==> config.mk <==
export PLATFORM = sky130hd
export DESIGN_NAME = canvas_cmd_writer
export DESIGN_NICKNAME = d
export VERILOG_FILES = /design/src/rtl/canvas_cmd_writer.sv
export SDC_FILE = /design/constraint.sdc
export NUM_CORES = 1
export LEC_CHECK = 0
export ABC_AREA = 1
export CAP_MARGIN = 20
export CELL_PAD_IN_SITES_DETAIL_PLACEMENT = 1
export CELL_PAD_IN_SITES_GLOBAL_PLACEMENT = 2
export CORE_MARGIN = 5
export CORE_UTILIZATION = 34
export DETAILED_ROUTE_END_ITERATION = 6
export PLACE_DENSITY = 0.86
export SYNTH_ARGS = -nofsm -noshare
export SYNTH_HDL_FRONTEND = slang
export SYNTH_SLANG_ARGS = --single-unit
==> constraint.sdc <==
create_clock -name clk_i -period 3.9 [get_ports clk_i]
set_clock_uncertainty 0.1 [all_clocks]
set_input_delay 0.39 -clock clk_i [delete_from_list [all_inputs] [get_ports clk_i]]
set_output_delay 0.39 -clock clk_i [all_outputs]
set_load 0.02 [all_outputs]
==> src/rtl/canvas_cmd_writer.sv <==
// Drawing-command engine for the canvas write port (port B): pen colour/position,
// single-pixel plot with auto-advance, clipped rectangle fill and full clear.
module canvas_cmd_writer #(
  parameter int CANVAS_W = 320,
  parameter int CANVAS_H = 240,
  parameter int COL_W    = 9,
  parameter int ROW_W    = 8
) (
  input  logic             clk_i,
  input  logic             rst_i,
  input  logic             cmd_valid_i,
  input  logic [31:0]      cmd_data_i,
  output logic             cmd_ready_o,
  output logic             busy_o,
  output logic             web_o,
  output logic [COL_W-1:0] colb_o,
  output logic [ROW_W-1:0] rowb_o,
  output logic [7:0]       dib_o
);

  localparam logic [COL_W-1:0] COL_MAX = COL_W'(CANVAS_W - 1);
  localparam logic [ROW_W-1:0] ROW_MAX = ROW_W'(CANVAS_H - 1);

  localparam logic [3:0] OP_COLOR = 4'd1;
  localparam logic [3:0] OP_POS   = 4'd2;
  localparam logic [3:0] OP_PLOT  = 4'd3;
  localparam logic [3:0] OP_FILL  = 4'd4;
  localparam logic [3:0] OP_CLEAR = 4'd5;

  typedef enum logic [0:0] {
    ST_IDLE = 1'b0,
    ST_FILL = 1'b1
  } state_t;

  state_t           state_r;
  state_t           state_next_s;

  logic [7:0]       pen_color_r;
  logic [COL_W-1:0] pen_col_r;
  logic [ROW_W-1:0] pen_row_r;

  logic [COL_W-1:0] x_r;
  logic [COL_W-1:0] x0_r;
  logic [COL_W-1:0] xe_r;
  logic [ROW_W-1:0] y_r;
  logic [ROW_W-1:0] ye_r;
  logic [7:0]       fill_color_r;

  logic             web_r;
  logic [COL_W-1:0] colb_r;
  logic [ROW_W-1:0] rowb_r;
  logic [7:0]       dib_r;

  logic [3:0]       opcode_s;
  logic             accept_s;
  logic             fill_last_s;
  logic [COL_W-1:0] pos_col_raw_s;
  logic [ROW_W-1:0] pos_row_raw_s;
  logic [COL_W-1:0] pos_col_s;
  logic [ROW_W-1:0] pos_row_s;
  logic [COL_W:0]   col_sum_s;
  logic [ROW_W:0]   row_sum_s;
  logic [COL_W-1:0] xe_s;
  logic [ROW_W-1:0] ye_s;
  logic [COL_W-1:0] plot_col_next_s;
  logic [ROW_W-1:0] plot_row_next_s;

  assign opcode_s    = cmd_data_i[31:28];
  assign accept_s    = cmd_valid_i && (state_r == ST_IDLE);
  assign fill_last_s = (x_r == xe_r) && (y_r == ye_r);

  // POS operands clamp to the last column/row; FILL extents use one extra bit so the sum cannot wrap.
  assign pos_col_raw_s = cmd_data_i[8 +: COL_W];
  assign pos_row_raw_s = cmd_data_i[0 +: ROW_W];
  assign pos_col_s     = (pos_col_raw_s > COL_MAX) ? COL_MAX : pos_col_raw_s;
  assign pos_row_s     = (pos_row_raw_s > ROW_MAX) ? ROW_MAX : pos_row_raw_s;
  assign col_sum_s     = {1'b0, pen_col_r} + {1'b0, cmd_data_i[16 +: COL_W]};
  assign row_sum_s     = {1'b0, pen_row_r} + {1'b0, cmd_data_i[0 +: ROW_W]};
  assign xe_s          = (col_sum_s > {1'b0, COL_MAX}) ? COL_MAX : col_sum_s[COL_W-1:0];
  assign ye_s          = (row_sum_s > {1'b0, ROW_MAX}) ? ROW_MAX : row_sum_s[ROW_W-1:0];

  // Pen auto-advance after a plot: raster order with wrap at the bottom-right corner
  always_comb begin
    plot_col_next_s = pen_col_r;
    plot_row_next_s = pen_row_r;
    if (pen_col_r == COL_MAX) begin
      plot_col_next_s = {COL_W{1'b0}};
      if (pen_row_r == ROW_MAX) begin
        plot_row_next_s = {ROW_W{1'b0}};
      end else begin
        plot_row_next_s = pen_row_r + ROW_W'(1);
      end
    end else begin
      plot_col_next_s = pen_col_r + COL_W'(1);
      plot_row_next_s = pen_row_r;
    end
  end

  // Next-state logic: FILL/CLEAR start a fill, the (xe,ye) write ends it
  always_comb begin
    state_next_s = state_r;
    case (state_r)
      ST_IDLE: begin
        if (accept_s && ((opcode_s == OP_FILL) || (opcode_s == OP_CLEAR))) begin
          state_next_s = ST_FILL;
        end else begin
          state_next_s = ST_IDLE;
        end
      end
      ST_FILL: begin
        if (fill_last_s) begin
          state_next_s = ST_IDLE;
        end else begin
          state_next_s = ST_FILL;
        end
      end
      default: state_next_s = ST_IDLE;
    endcase
  end

  // State register
  always_ff @(posedge clk_i or posedge rst_i) begin
    if (rst_i) begin
      state_r <= ST_IDLE;
    end else begin
      state_r <= state_next_s;
    end
  end

  // Pen state, fill walker and registered write port
  always_ff @(posedge clk_i or posedge rst_i) begin
    if (rst_i) begin
      pen_color_r  <= 8'h00;
      pen_col_r    <= {COL_W{1'b0}};
      pen_row_r    <= {ROW_W{1'b0}};
      x_r          <= {COL_W{1'b0}};
      x0_r         <= {COL_W{1'b0}};
      xe_r         <= {COL_W{1'b0}};
      y_r          <= {ROW_W{1'b0}};
      ye_r         <= {ROW_W{1'b0}};
      fill_color_r <= 8'h00;
      web_r        <= 1'b0;
      colb_r       <= {COL_W{1'b0}};
      rowb_r       <= {ROW_W{1'b0}};
      dib_r        <= 8'h00;
    end else begin
      web_r <= 1'b0;
      case (state_r)
        ST_IDLE: begin
          if (accept_s) begin
            case (opcode_s)
              OP_COLOR: pen_color_r <= cmd_data_i[7:0];
              OP_POS: begin
                pen_col_r <= pos_col_s;
                pen_row_r <= pos_row_s;
              end
              OP_PLOT: begin
                web_r     <= 1'b1;
                colb_r    <= pen_col_r;
                rowb_r    <= pen_row_r;
                dib_r     <= pen_color_r;
                pen_col_r <= plot_col_next_s;
                pen_row_r <= plot_row_next_s;
              end
              OP_FILL: begin
                x_r          <= pen_col_r;
                x0_r         <= pen_col_r;
                y_r          <= pen_row_r;
                xe_r         <= xe_s;
                ye_r         <= ye_s;
                fill_color_r <= pen_color_r;
              end
              OP_CLEAR: begin
                x_r          <= {COL_W{1'b0}};
                x0_r         <= {COL_W{1'b0}};
                y_r          <= {ROW_W{1'b0}};
                xe_r         <= COL_MAX;
                ye_r         <= ROW_MAX;
                fill_color_r <= cmd_data_i[7:0];
              end
              default: ;
            endcase
          end
        end
        ST_FILL: begin
          web_r  <= 1'b1;
          colb_r <= x_r;
          rowb_r <= y_r;
          dib_r  <= fill_color_r;
          if (x_r == xe_r) begin
            x_r <= x0_r;
            y_r <= y_r + ROW_W'(1);
          end else begin
            x_r <= x_r + COL_W'(1);
          end
        end
        default: ;
      endcase
    end
  end

  assign cmd_ready_o = (state_r == ST_IDLE);
  assign busy_o      = (state_r == ST_FILL);
  assign web_o       = web_r;
  assign colb_o      = colb_r;
  assign rowb_o      = rowb_r;
  assign dib_o       = dib_r;

endmodule

# Yosys cells after proc, flatten, opt, wreduce, memory -nomap -nowiden
# Index checks and enable logic that the tools add are counted.
[word_totals]
ff_bits = 103
input_bits = 35
wordCells = 87
[classes]
n_addsub = 6
magnitude_cmp = 4
eq_ne = 14
mux = 35
bitwise_logic = 1
reduce_logical = 13
[op_table]
columns = ["cell", "n"]
rows = [
  ["$pmux 8 s2", 7],
  ["$pmux 9 s2", 5],
  ["$mux 8", 10],
  ["$mux 9", 7],
  ["$add 9x1->9 const B", 2],
  ["$add 8x1->8 const B", 2],
  ["$reduce_and 3->1", 4],
  ["$add 9x9->10", 1],
  ["$gt 10x9->1 const B", 1],
  ["$add 8x8->9", 1],
  ["$eq 9x9->1", 1],
  ["$eq 9x9->1 const B", 1],
  ["$gt 9x8->1 const B", 1],
  ["$gt 9x9->1 const B", 1],
  ["$eq 4x2->1 const B", 2],
  ["$eq 4x3->1 const B", 2],
  ["$eq 8x8->1", 1],
  ["$eq 8x8->1 const B", 1],
  ["$gt 8x8->1 const B", 1],
  ["$ne 2x1->1 const B", 3],
  ["$eq 4x1->1 const B", 1],
  ["$mux 1", 4],
  ["$pmux 1 s2", 2],
  ["$reduce_and 2->1", 2],
  ["7 further kinds", 10],
]

# Depth between registers and ports, before layout
# Gate-level depths: netlist (run 1).
[depth]
ltp_word = 5
mapped_depth = 13
ltp_nobuf = 13

# Worst setup path before layout (run 1)
# No wires, ideal clock.
[synth_timing]
kind = "flip-flop to flip-flop"
start = "reg pen_row_r[0]"
end = "reg ye_r[6]"
setup_ns = 0.120
arrival_time_ns = 1.813
required_ns = 3.680
path_slack_ns = 1.868
stages_incl_launch_ff = 9
path_buffers = 0
synth_period_minus_slack_ns = 2.032
cell_sequence = "dfrtp_1 -> ha_1 -> fa_1 -> nand2_1 -> nand3_1 -> a21oi_1 -> nand3_1 -> o21ai_0 -> inv_1"
[synth_between]
elab_chain_len = 4
[synth_lines]
columns = ["element", "line_no", "rtl"]
rows = [
  ["start, declared", "40", "logic [ROW_W-1:0] pen_row_r;"],
  ["start signal, assigned", "135", "pen_row_r <= {ROW_W{1'b0}};"],
  ["start signal, assigned", "155", "pen_row_r <= pos_row_s;"],
  ["start signal, assigned", "163", "pen_row_r <= plot_row_next_s;"],
  ["$add 8x8->9 *", "78", "assign row_sum_s = {1'b0, pen_row_r} + {1'b0, cmd_data_i[0 +: ROW_W]};"],
  ["$gt 9x8->1", "80", "assign ye_s = (row_sum_s > {1'b0, ROW_MAX}) ? ROW_MAX : row_sum_s[ROW_W-1:0];"],
  ["$mux 8 *", "80", ""],
  ["$pmux 8 s2 *", "151", "case (opcode_s)"],
  ["end signal, assigned", "140", "ye_r <= {ROW_W{1'b0}};"],
  ["end signal, assigned", "170", "ye_r <= ye_s;"],
  ["end, declared", "46", "logic [ROW_W-1:0] ye_r;"],
]
# Every way passes the cells marked *; elsewhere a longest branch is shown, timed or not.
# A chain may end at the register's enable or synchronous reset.

# Worst setup path after layout (run 1)
[layout_timing]
start = "in cmd_data_i[0]"
end = "reg ye_r[2]"
[layout_between]
elab_chain_len = 4
[layout_lines]
columns = ["element", "line_no", "rtl"]
rows = [
  ["start, declared", "12", "input logic [31:0] cmd_data_i,"],
  ["$add 8x8->9 *", "78", ""],
  ["$gt 9x8->1", "80", ""],
  ["$mux 8 *", "80", ""],
  ["$pmux 8 s2 *", "151", ""],
]
# Marked as above.

==> impl_metrics.json, run 1 <==
{
  "hp-class": "register to register",
  "clkTransAtPathRegs_ns": 0.07,
  "drive_above_1_share": 0.0632,
  "power_density_mw_per_mm2": 298,
  "grt_start_max_net_pins": 63,
  "tightest_slew_ns": 0.816,
  "first_pass_iters": 4,
  "worst_slack_ns": 1.35,
  "grt_overflow": 0,
  "dr_total_vias": 5798,
  "setup_viol": 0,
  "synthesis.nets": 924,
  "yosys_warnings": 0,
  "critPathLaunchType": "primary input",
  "synth.most_common_cell": "nand2_1",
  "critPathCapture": "ye_r[2]",
  "worst-setup-path-type": "primary input to register",
  "antenna_found_initial": 0,
  "netlist_area_mm2": 0.00650,
  "avgSynthCellArea_um2": 7.51,
  "synth_area_leader_cell": "dfrtp_1",
  "start_util": 0.346,
  "antenna_cells": 0,
  "ant_nets": 0,
  "syn_inst": 866,
  "vdd_drop_max_uv": 198,
  "hold_viol": 0,
  "area_growth_syn_to_layout_pct": 16.7,
  "critPathLaunch": "cmd_data_i[0]",
  "synthArstFlopShare": 1.00,
  "fin_crit_ns": 2.55,
  "rsz0062_at_grt": "false",
  "root_buffer": "clkbuf_16",
  "required_ns": 4.06,
  "synthFlopType": "dfrtp_1",
  "cts_setup_buffers": 0,
  "cts.repair.resized": 0,
  "io_pins": 63,
  "clock_path_buffers": 2,
  "hold_buffers": 0,
  "rr_startpoint": "pen_row_r[0]",
  "via_per_inst": 5.04,
  "relSlewSlack": 0.456,
  "cts_sinks": 103,
  "pre_cts_ws_ns": 1.00,
  "ys_types": 47,
  "wl_per_cell_um": 17.1,
  "fin_tns_setup_ns": 0,
  "yosysSeqAreaShare": 0.396,
  "synthTopCellsByCount": "nand2_1, dfrtp_1, inv_1",
  "insertion_delay_ns": 0.37,
  "grtUsageTotal": 0.185,
  "r2r_end": "ye_r[2]",
  "chipHeight_um": 148,
  "synth-edff-count": 0,
  "rr_worst_depth": 8,
  "core-area_mm2": 0.0188,
  "drtIter0Drc": 311,
  "cts_tree": "yes",
  "rrSetupSlack_ns": 1.37,
  "cts_buffers": 9,
  "ys_seq_elements": 103,
  "routed_wirelength_mm": 19.7,
  "h-tree-depth": 3,
  "synth_top_area_share": 0.396,
  "finalMaxSlewViolations": 0,
  "yosys-top-cells-area": "dfrtp_1, nand2_1, inv_1",
  "die_w_um": 148,
  "cp_max_fo": 8,
  "grt_pass1_vias": 5841,
  "grt_pass1_wl_mm": 32.5,
  "drc": 0,
  "dpl.hpwl_mm": 14.9,
  "std_cell_rows": 50,
  "max_freq_mhz": 393,
  "p_leak_nw": 3.74,
  "place.gp.congestion": 0.826,
  "nets": 970,
  "port_buffers": 59,
  "critPathCaptureType": "register",
  "status": "finished, final reports clean",
  "crit_arrival_ns": 2.71,
  "cap_violations": 0,
  "die_area_mm2": 0.0220,
  "post-route-period-util": 0.653
}
-- kinds of logic (layout without fill, tap and decap cells) --
| kind of cell | count (synthesis) | in the layout | synth area share |
|---|---|---|---|
| buf+inv | 138 | 189 | 0.0939 |
| simple gates | 416 | 416 | 0.282 |
| fa+ha+maj | 23 | 23 | 0.0466 |
| xor+xnor | 31 | 31 | 0.0418 |
| flops | 103 | 103 | 0.396 |
| mux | 1 | 1 | 0.00173 |
| compound gates | 154 | 154 | 0.138 |
-- flip-flops by register name, indices dropped and copies added (netlist names) --
register      count
busy_o            1
xe_r              9
pen_color_r       8
web_o             1
rowb_o            8
x_r               9
fill_color_r      8
y_r               8
ye_r              8
pen_row_r         8
x0_r              9
colb_o            9
pen_col_r         9
dib_o             8
-- power breakdown --
part | total (mW) | switching, mW | internal, mW
combinational | 0.147 | 0.0923 | 0.0546
clock | 1.05 | 0.441 | 0.604
sequential | 1.07 | 0 | 1.07
total | 2.26 | 0.533 | 1.73
-- metal layers --
metal / GRT usage / routed length (µm)
met5: 0 / 0
met4: 0.0406 / 201
met2: 0.271 / 8190
met1: 0.288 / 10600
met3: 0.0268 / 691
-- cell type report --
cell class              instances  area (µm²)
inverters                     109         423
fillers                      2327       11200
flip-flops and latches        103        2580
clock inverters                 5        86.3
clock buffers                  11         253
multi-input cells             625        3310
well taps                     234         293
repair buffers                 64         641
-- per-stage QoR --
step	instance area (µm²)	hold slack (ns)	utilization	power (mW)	instances
CTS	7590	0.382	0.404	2.29	1151
finish	7590	0.379	0.404	2.26	1151
global route	7590	0.427	0.404	2.35	1151
detailed placement	7250	0.364	0.386	1.24	1135
floorplan	6500	0.352	-	1.17	866
global placement	7250	0.360	0.386	1.24	1135
-- critical path, stage by stage --
cell,delay [ns]
clkdlybuf4s50_1,0.47
ha_1,0.28
fa_1,0.44
nand2_1,0.10
nand3_1,0.10
a21oi_1,0.55
nand3_1,0.22
nand2_1,0.11
inv_1,0.04
-- cell usage in the layout, fill, tap and decap left out, types with 2 or more instances in the layout --
cell type / Yosys / final
o22ai_1: 8 / 8
o31ai_1: 8 / 8
buf_4: 3 / 4
o311ai_0: 2 / 2
xor2_1: 12 / 12
dfrtp_1: 103 / 103
nand2_2: 2 / 2
o221ai_1: 5 / 5
nand2_4: 6 / 6
a22oi_1: 2 / 2
nand3_1: 76 / 76
inv_1: 102 / 101
nor2_1: 87 / 87
a21oi_1: 34 / 34
bufinv_16: 0 / 2
nor3_1: 2 / 2
xnor2_1: 19 / 19
nand2_1: 211 / 211
nor2_4: 5 / 5
clkbuf_16: 0 / 9
o21ai_0: 61 / 61
nand4_1: 10 / 10
fa_1: 2 / 2
inv_2: 4 / 4
inv_6: 0 / 2
clkdlybuf4s50_1: 0 / 59
o211ai_1: 7 / 7
inv_4: 1 / 2
a31oi_1: 17 / 17
ha_1: 21 / 21
or2_2: 11 / 11
clkbuf_8: 0 / 2
o21ai_1: 4 / 4
-- worst min path at each step --
| stage | cells after the start | slack (ns) | start | endpoint |
|---|---|---|---|---|
| floorplan | 2 | 0.35 | x0_r[8] | x0_r[8] |
| global placement | 2 | 0.36 | rowb_o[7] | rowb_o[7] |
| detailed placement | 2 | 0.36 | rowb_o[7] | rowb_o[7] |
| CTS | 2 | 0.38 | rowb_o[7] | rowb_o[7] |
| global route | 2 | 0.43 | colb_o[5] | colb_o[5] |
| finish | 2 | 0.38 | rowb_o[7] | rowb_o[7] |
Power figures use the tool's default switching activity.
==> run 2: changes to the inputs <==
CORE_UTILIZATION = 30   (was 34)
PLACE_DENSITY = 0.81   (was 0.86)
clock period = 2.3 ns   (was 3.9 ns; I/O delays follow)
==> run 2 against run 1 <==
  * Sequential power grew 69%
  * Die area grew 12%
  * Utilization shrank 1.9 points
  * Final area grew 7.3%
  * Total power grew 69%
  * Highest routed layer unchanged
  * Sequential share of layout area shrank 2.3 points
==> impl_metrics.json, run 2 (same netlist as run 1, synthesis figures left out) <==
{
  "port_buffers": 59,
  "dr_total_vias": 6073,
  "antenna_found_initial": 0,
  "slowest_delay_ns": 0.43,
  "cap_violations": 0,
  "clock_path_buffers": 2,
  "insertion_delay_ns": 0.36,
  "nFillCells": 2587,
  "die_area_mm2": 0.0247,
  "mostFrequentLayoutCell": "nand2_1",
  "start_util": 0.307,
  "seqCellArea_mm2": 0.00258,
  "rr_startpoint": "pen_row_r[0]",
  "routed_wirelength_mm": 21.2,
  "multiInputGateArea_mm2": 0.00332,
  "required_ns": 2.46,
  "hold-worst-slack_ns": 0.116,
  "cts_sinks": 103,
  "grt_overflow": 0,
  "crit_arrival_ns": 2.28,
  "tightest_slew_ns": 0.459,
  "max_freq_mhz": 472,
  "die_w_um": 157,
  "ant_nets": 0,
  "wl_per_cell_um": 16.9,
  "finalMaxSlewViolations": 0,
  "crit_path_top_delay_cell": "fa_1",
  "hp-class": "primary input to asynchronous set/reset pin",
  "critPathLaunchType": "register",
  "first_pass_iters": 5,
  "grt_pass1_vias": 6140,
  "relSlewSlack": 0.693,
  "fin_area_mm2": 0.00814,
  "comb_power_share": 0.077,
  "critPathCaptureType": "register",
  "fin_crit_ns": 2.12,
  "layout_common_cells": "nand2_1, dfrtp_1, inv_1, nor2_1, nand3_1",
  "status": "finished, final reports clean",
  "drive_above_1_share": 0.122,
  "vdd_drop_max_uv": 326,
  "hold_viol": 0,
  "cts_setup_buffers": 0,
  "root_buffer": "clkbuf_16",
  "antenna_cells": 0,
  "power_density_mw_per_mm2": 469,
  "hold_buffers": 0,
  "grt_start_max_net_pins": 65,
  "path_cells": "ha_1 > fa_1 > nand2_1 > nand3_1 > xor2_1 > nor2_1 > nand2_1 > nand3_1 > nand2_1 > inv_1",
  "fin_tns_setup_ns": 0,
  "path_common_cell": "nand2_1",
  "cts_buffers": 9,
  "rsz0062_at_grt": "false",
  "clkTransAtPathRegs_ns": 0.07,
  "cp_max_fo": 6,
  "drc": 0,
  "placed_area_mm2": 0.00782,
  "dpl.hpwl_mm": 16.4,
  "finalPower_mw": 3.82,
  "rrSetupSlack_ns": 0.18,
  "setup_viol": 0,
  "worst_slack_ns": 0.181,
  "fin_util": 0.385,
  "p_int_mw": 2.93,
  "worst-setup-path-type": "register to register",
  "grt_pass1_wl_mm": 34.3,
  "switchingPower_uw": 896,
  "drtIter0Drc": 327,
  "pwr-share-clk": 0.450,
  "placedCellCount": 1238,
  "r2r_end": "ye_r[5]",
  "via_per_inst": 4.84,
  "io_pins": 63,
  "chipHeight_um": 157,
  "p_sw_frac": 0.234,
  "rr_worst_depth": 10,
  "grtUsageTotal": 0.176,
  "area_growth_syn_to_layout_pct": 25.2,
  "nets": 1032,
  "core-area_mm2": 0.0212,
  "p_leak_nw": 4.05,
  "finalNonFillerCells": 1254,
  "h-tree-depth": 3,
  "cts.repair.resized": 0,
  "std_cell_rows": 53,
  "post-route-period-util": 0.921,
  "cts_tree": "yes",
  "pwr-share-seq": 0.473,
  "place.gp.congestion": 0.809,
  "pre_cts_ws_ns": -0.190
}
-- run 2: power by group through the flow --
stage	clock network, mW	registers [mW]	logic (mW)
after global routing	1.84	1.81	0.326
after global placement	0	1.85	0.292
after CTS	1.76	1.81	0.296
final	1.72	1.81	0.293
after floorplan	0	1.85	0.132
after detailed placement	0	1.85	0.294
-- run 2: worst max-delay path: cells and delay by family (launching register included) --
kind / cells / cell delay, ns
xor+xnor: 1 / 0.22
fa+ha+maj: 2 / 0.65
buf+inv: 1 / 0.03
flops: 1 / 0.41
simple gates: 6 / 0.62
-- run 2: cell type report --
cell class	count	area share
tap	275	0.0423
multi-input combinational	625	0.407
clock buffer	12	0.0303
sequential	103	0.317
clock inverter	4	0.00953
timing repair buffer	126	0.142
inverter	109	0.0521
-- run 2: metal layers --
layer  global-route usage  up-vias  share of wire
met2                0.255      101           0.42
met3               0.0181       19          0.033
li1                     -     3057              -
met4               0.0463        0          0.011
met1                0.277     2896           0.54
met5                    0        -              0
-- run 2: worst max-delay path by stage --
stage                   start      end  slack (ns)  cells past startpoint
6_report         pen_row_r[0]  ye_r[5]        0.18                     10
5_1_grt          pen_row_r[0]  ye_r[3]        0.02                     10
4_1_cts          pen_row_r[0]  ye_r[5]        0.17                     10
3_5_place_dp   cmd_data_i[16]  xe_r[1]       -0.19                     13
3_3_place_gp   cmd_data_i[16]  xe_r[5]       -0.16                     13
2_1_floorplan    pen_row_r[0]  ye_r[6]        0.27                      8
==> run 3: changes to the inputs <==
CORE_ASPECT_RATIO = 1.2   (was unset)
HOLD_SLACK_MARGIN = 0.12   (was unset)
==> run 3 against run 2 <==
  * Die area about the same
  * Worst setup slack improved by 0.0059 ns
  * Worst hold slack better by 0.26 ns
  * Via count is 0.25% lower
  * Largest cell class unchanged
  * Critical endpoint is now busy_o
  * Sequential share of layout area is 0.18 points higher
  * Wire length shrank 1.4%
  * Sequential power about the same
  * Final area shrank 0.52%
  * Global-route usage down 0.062 points
  * Combinational power about the same
==> impl_metrics.json, run 3 (same netlist as run 1, synthesis figures left out) <==
{
  "status": "finished, final reports clean",
  "cts_buffers": 9,
  "nets": 1030,
  "rr_startpoint": "pen_row_r[0]",
  "mostFrequentLayoutCell": "nand2_1",
  "finalMaxSlewViolations": 0,
  "cp_max_fo": 17,
  "start_util": 0.302,
  "setup_viol": 0,
  "core-area_mm2": 0.0216,
  "post-route-period-util": 0.919,
  "hold_path.startpoint": "rowb_o[7]",
  "dpl.hpwl_mm": 16.3,
  "die_area_mm2": 0.0247,
  "port_buffers": 59,
  "area_growth_syn_to_layout_pct": 24.6,
  "fin_util": 0.376,
  "vdd_drop_max_uv": 352,
  "root_buffer": "clkbuf_16",
  "cts_setup_buffers": 0,
  "power_density_mw_per_mm2": 463,
  "relSlewSlack": 0.732,
  "critPathCaptureType": "output port",
  "drc": 0,
  "fin_crit_ns": 2.11,
  "nFillCells": 2683,
  "grt_start_max_net_pins": 49,
  "std_cell_rows": 59,
  "max_freq_mhz": 473,
  "clkTransAtPathRegs_ns": 0.08,
  "cts_tree": "yes",
  "grtUsageTotal": 0.175,
  "antenna_cells": 0,
  "routed_wirelength_mm": 20.9,
  "h-tree-depth": 3,
  "clock_path_buffers": 2,
  "ant_nets": 0,
  "drtIter0Drc": 338,
  "required_ns": 1.97,
  "rsz0062_at_grt": "false",
  "io_pins": 63,
  "hold_viol": 0,
  "layout_common_cells": "nand2_1, dfrtp_1, inv_1, nor2_1, nand3_1",
  "cap_violations": 0,
  "first_pass_iters": 4,
  "cts_sinks": 103,
  "wl_per_cell_um": 16.7,
  "crit_arrival_ns": 1.78,
  "hold-worst-slack_ns": 0.380,
  "grt_overflow": 0,
  "die_w_um": 144,
  "worst-setup-path-type": "register to output port",
  "insertion_delay_ns": 0.36,
  "critPathLaunch": "busy_o",
  "hp-class": "register to register",
  "tightest_slew_ns": 0.401,
  "dr_total_vias": 6058,
  "grt_pass1_wl_mm": 33.9,
  "critPathLaunchType": "register",
  "grt_pass1_vias": 6122,
  "p_leak_nw": 4.03,
  "chipHeight_um": 171,
  "antenna_found_initial": 0,
  "via_per_inst": 4.84,
  "place.gp.congestion": 0.806,
  "drive_above_1_share": 0.121
}
[run 3: changes by cell type in the layout (fill, tap and decap cells not counted)]
cell / previous run / this run
clkinvlp_4: 1 / 2
clkbuf_1: 2 / 1
dfrtp_2: 0 / 1
bufinv_16: 2 / 1
inv_6: 1 / 2
buf_12: 5 / 4
buf_4: 62 / 60
dfrtp_1: 103 / 102
dlygate4sd3_1: 0 / 1
[run 3: cell type report]
type / instances / area, µm² / area share
clock buffers: 11 / 243 / 0.0300
clock inverters: 5 / 63.8 / 0.00788
inverters: 109 / 424 / 0.0524
multi-input cells: 625 / 3320 / 0.409
flip-flops and latches: 103 / 2580 / 0.318
well taps: 274 / 343 / 0.0423
repair buffers: 124 / 1130 / 0.140
[run 3: report_power, final]
| group | total (mW) | internal [mW] | leakage, nW | switching, mW |
|---|---|---|---|---|
| logic | 0.291 | 0.124 | 2.53 | 0.167 |
| clock network | 1.65 | 0.886 | 0.147 | 0.760 |
| registers | 1.81 | 1.81 | 1.35 | 0 |
| total | 3.75 | 2.82 | 4.03 | 0.927 |
[run 3: stage by stage]
stage	setup WS [ns]	area (µm²)	std cells	total power [mW]	TNS (ns)
finish	0.187	8100	1251	3.75	0
global route	0.0174	8100	1251	3.90	0
detailed placement	-0.164	7780	1234	2.14	-1.64
floorplan	0.268	6500	866	1.98	0
CTS	0.132	8100	1251	3.79	0
global placement	-0.0908	7780	1234	2.14	-0.886
[run 3: repair_timing]
action                                 CTS  global route
endpoints found under the hold margin   14             0
gates resized for setup                  0             2
setup endpoints to repair                0             8
hold buffers                             1             0
[run 3: final timing paths]
kind | to | slack [ns] | depth (start not counted)
min in group asynchronous | rowb_o[2] | 0.66 | 3
worst min register to register | rowb_o[7] | 0.38 | 2
worst max-delay path | busy_o | 0.19 | 2
worst min-delay path | rowb_o[7] | 0.38 | 2
worst max register to register | ye_r[2] | 0.21 | 10
max in group asynchronous | xe_r[4] | 0.85 | 4
[run 3: metal layers]
metal  track usage  vias to the layer above  part of all wire
li1              -                     3047                 -
met1         0.257                     2921              0.50
met2         0.275                       77              0.46
met3        0.0236                       13             0.029
met4        0.0398                        0             0.010
met5             0                        -                 0
[run 3: worst max-delay path, cell delays in order, from the launching register on]
cell and delay (ns):
dfrtp_1 0.47, buf_4 0.30, clkdlybuf4s50_1 0.65
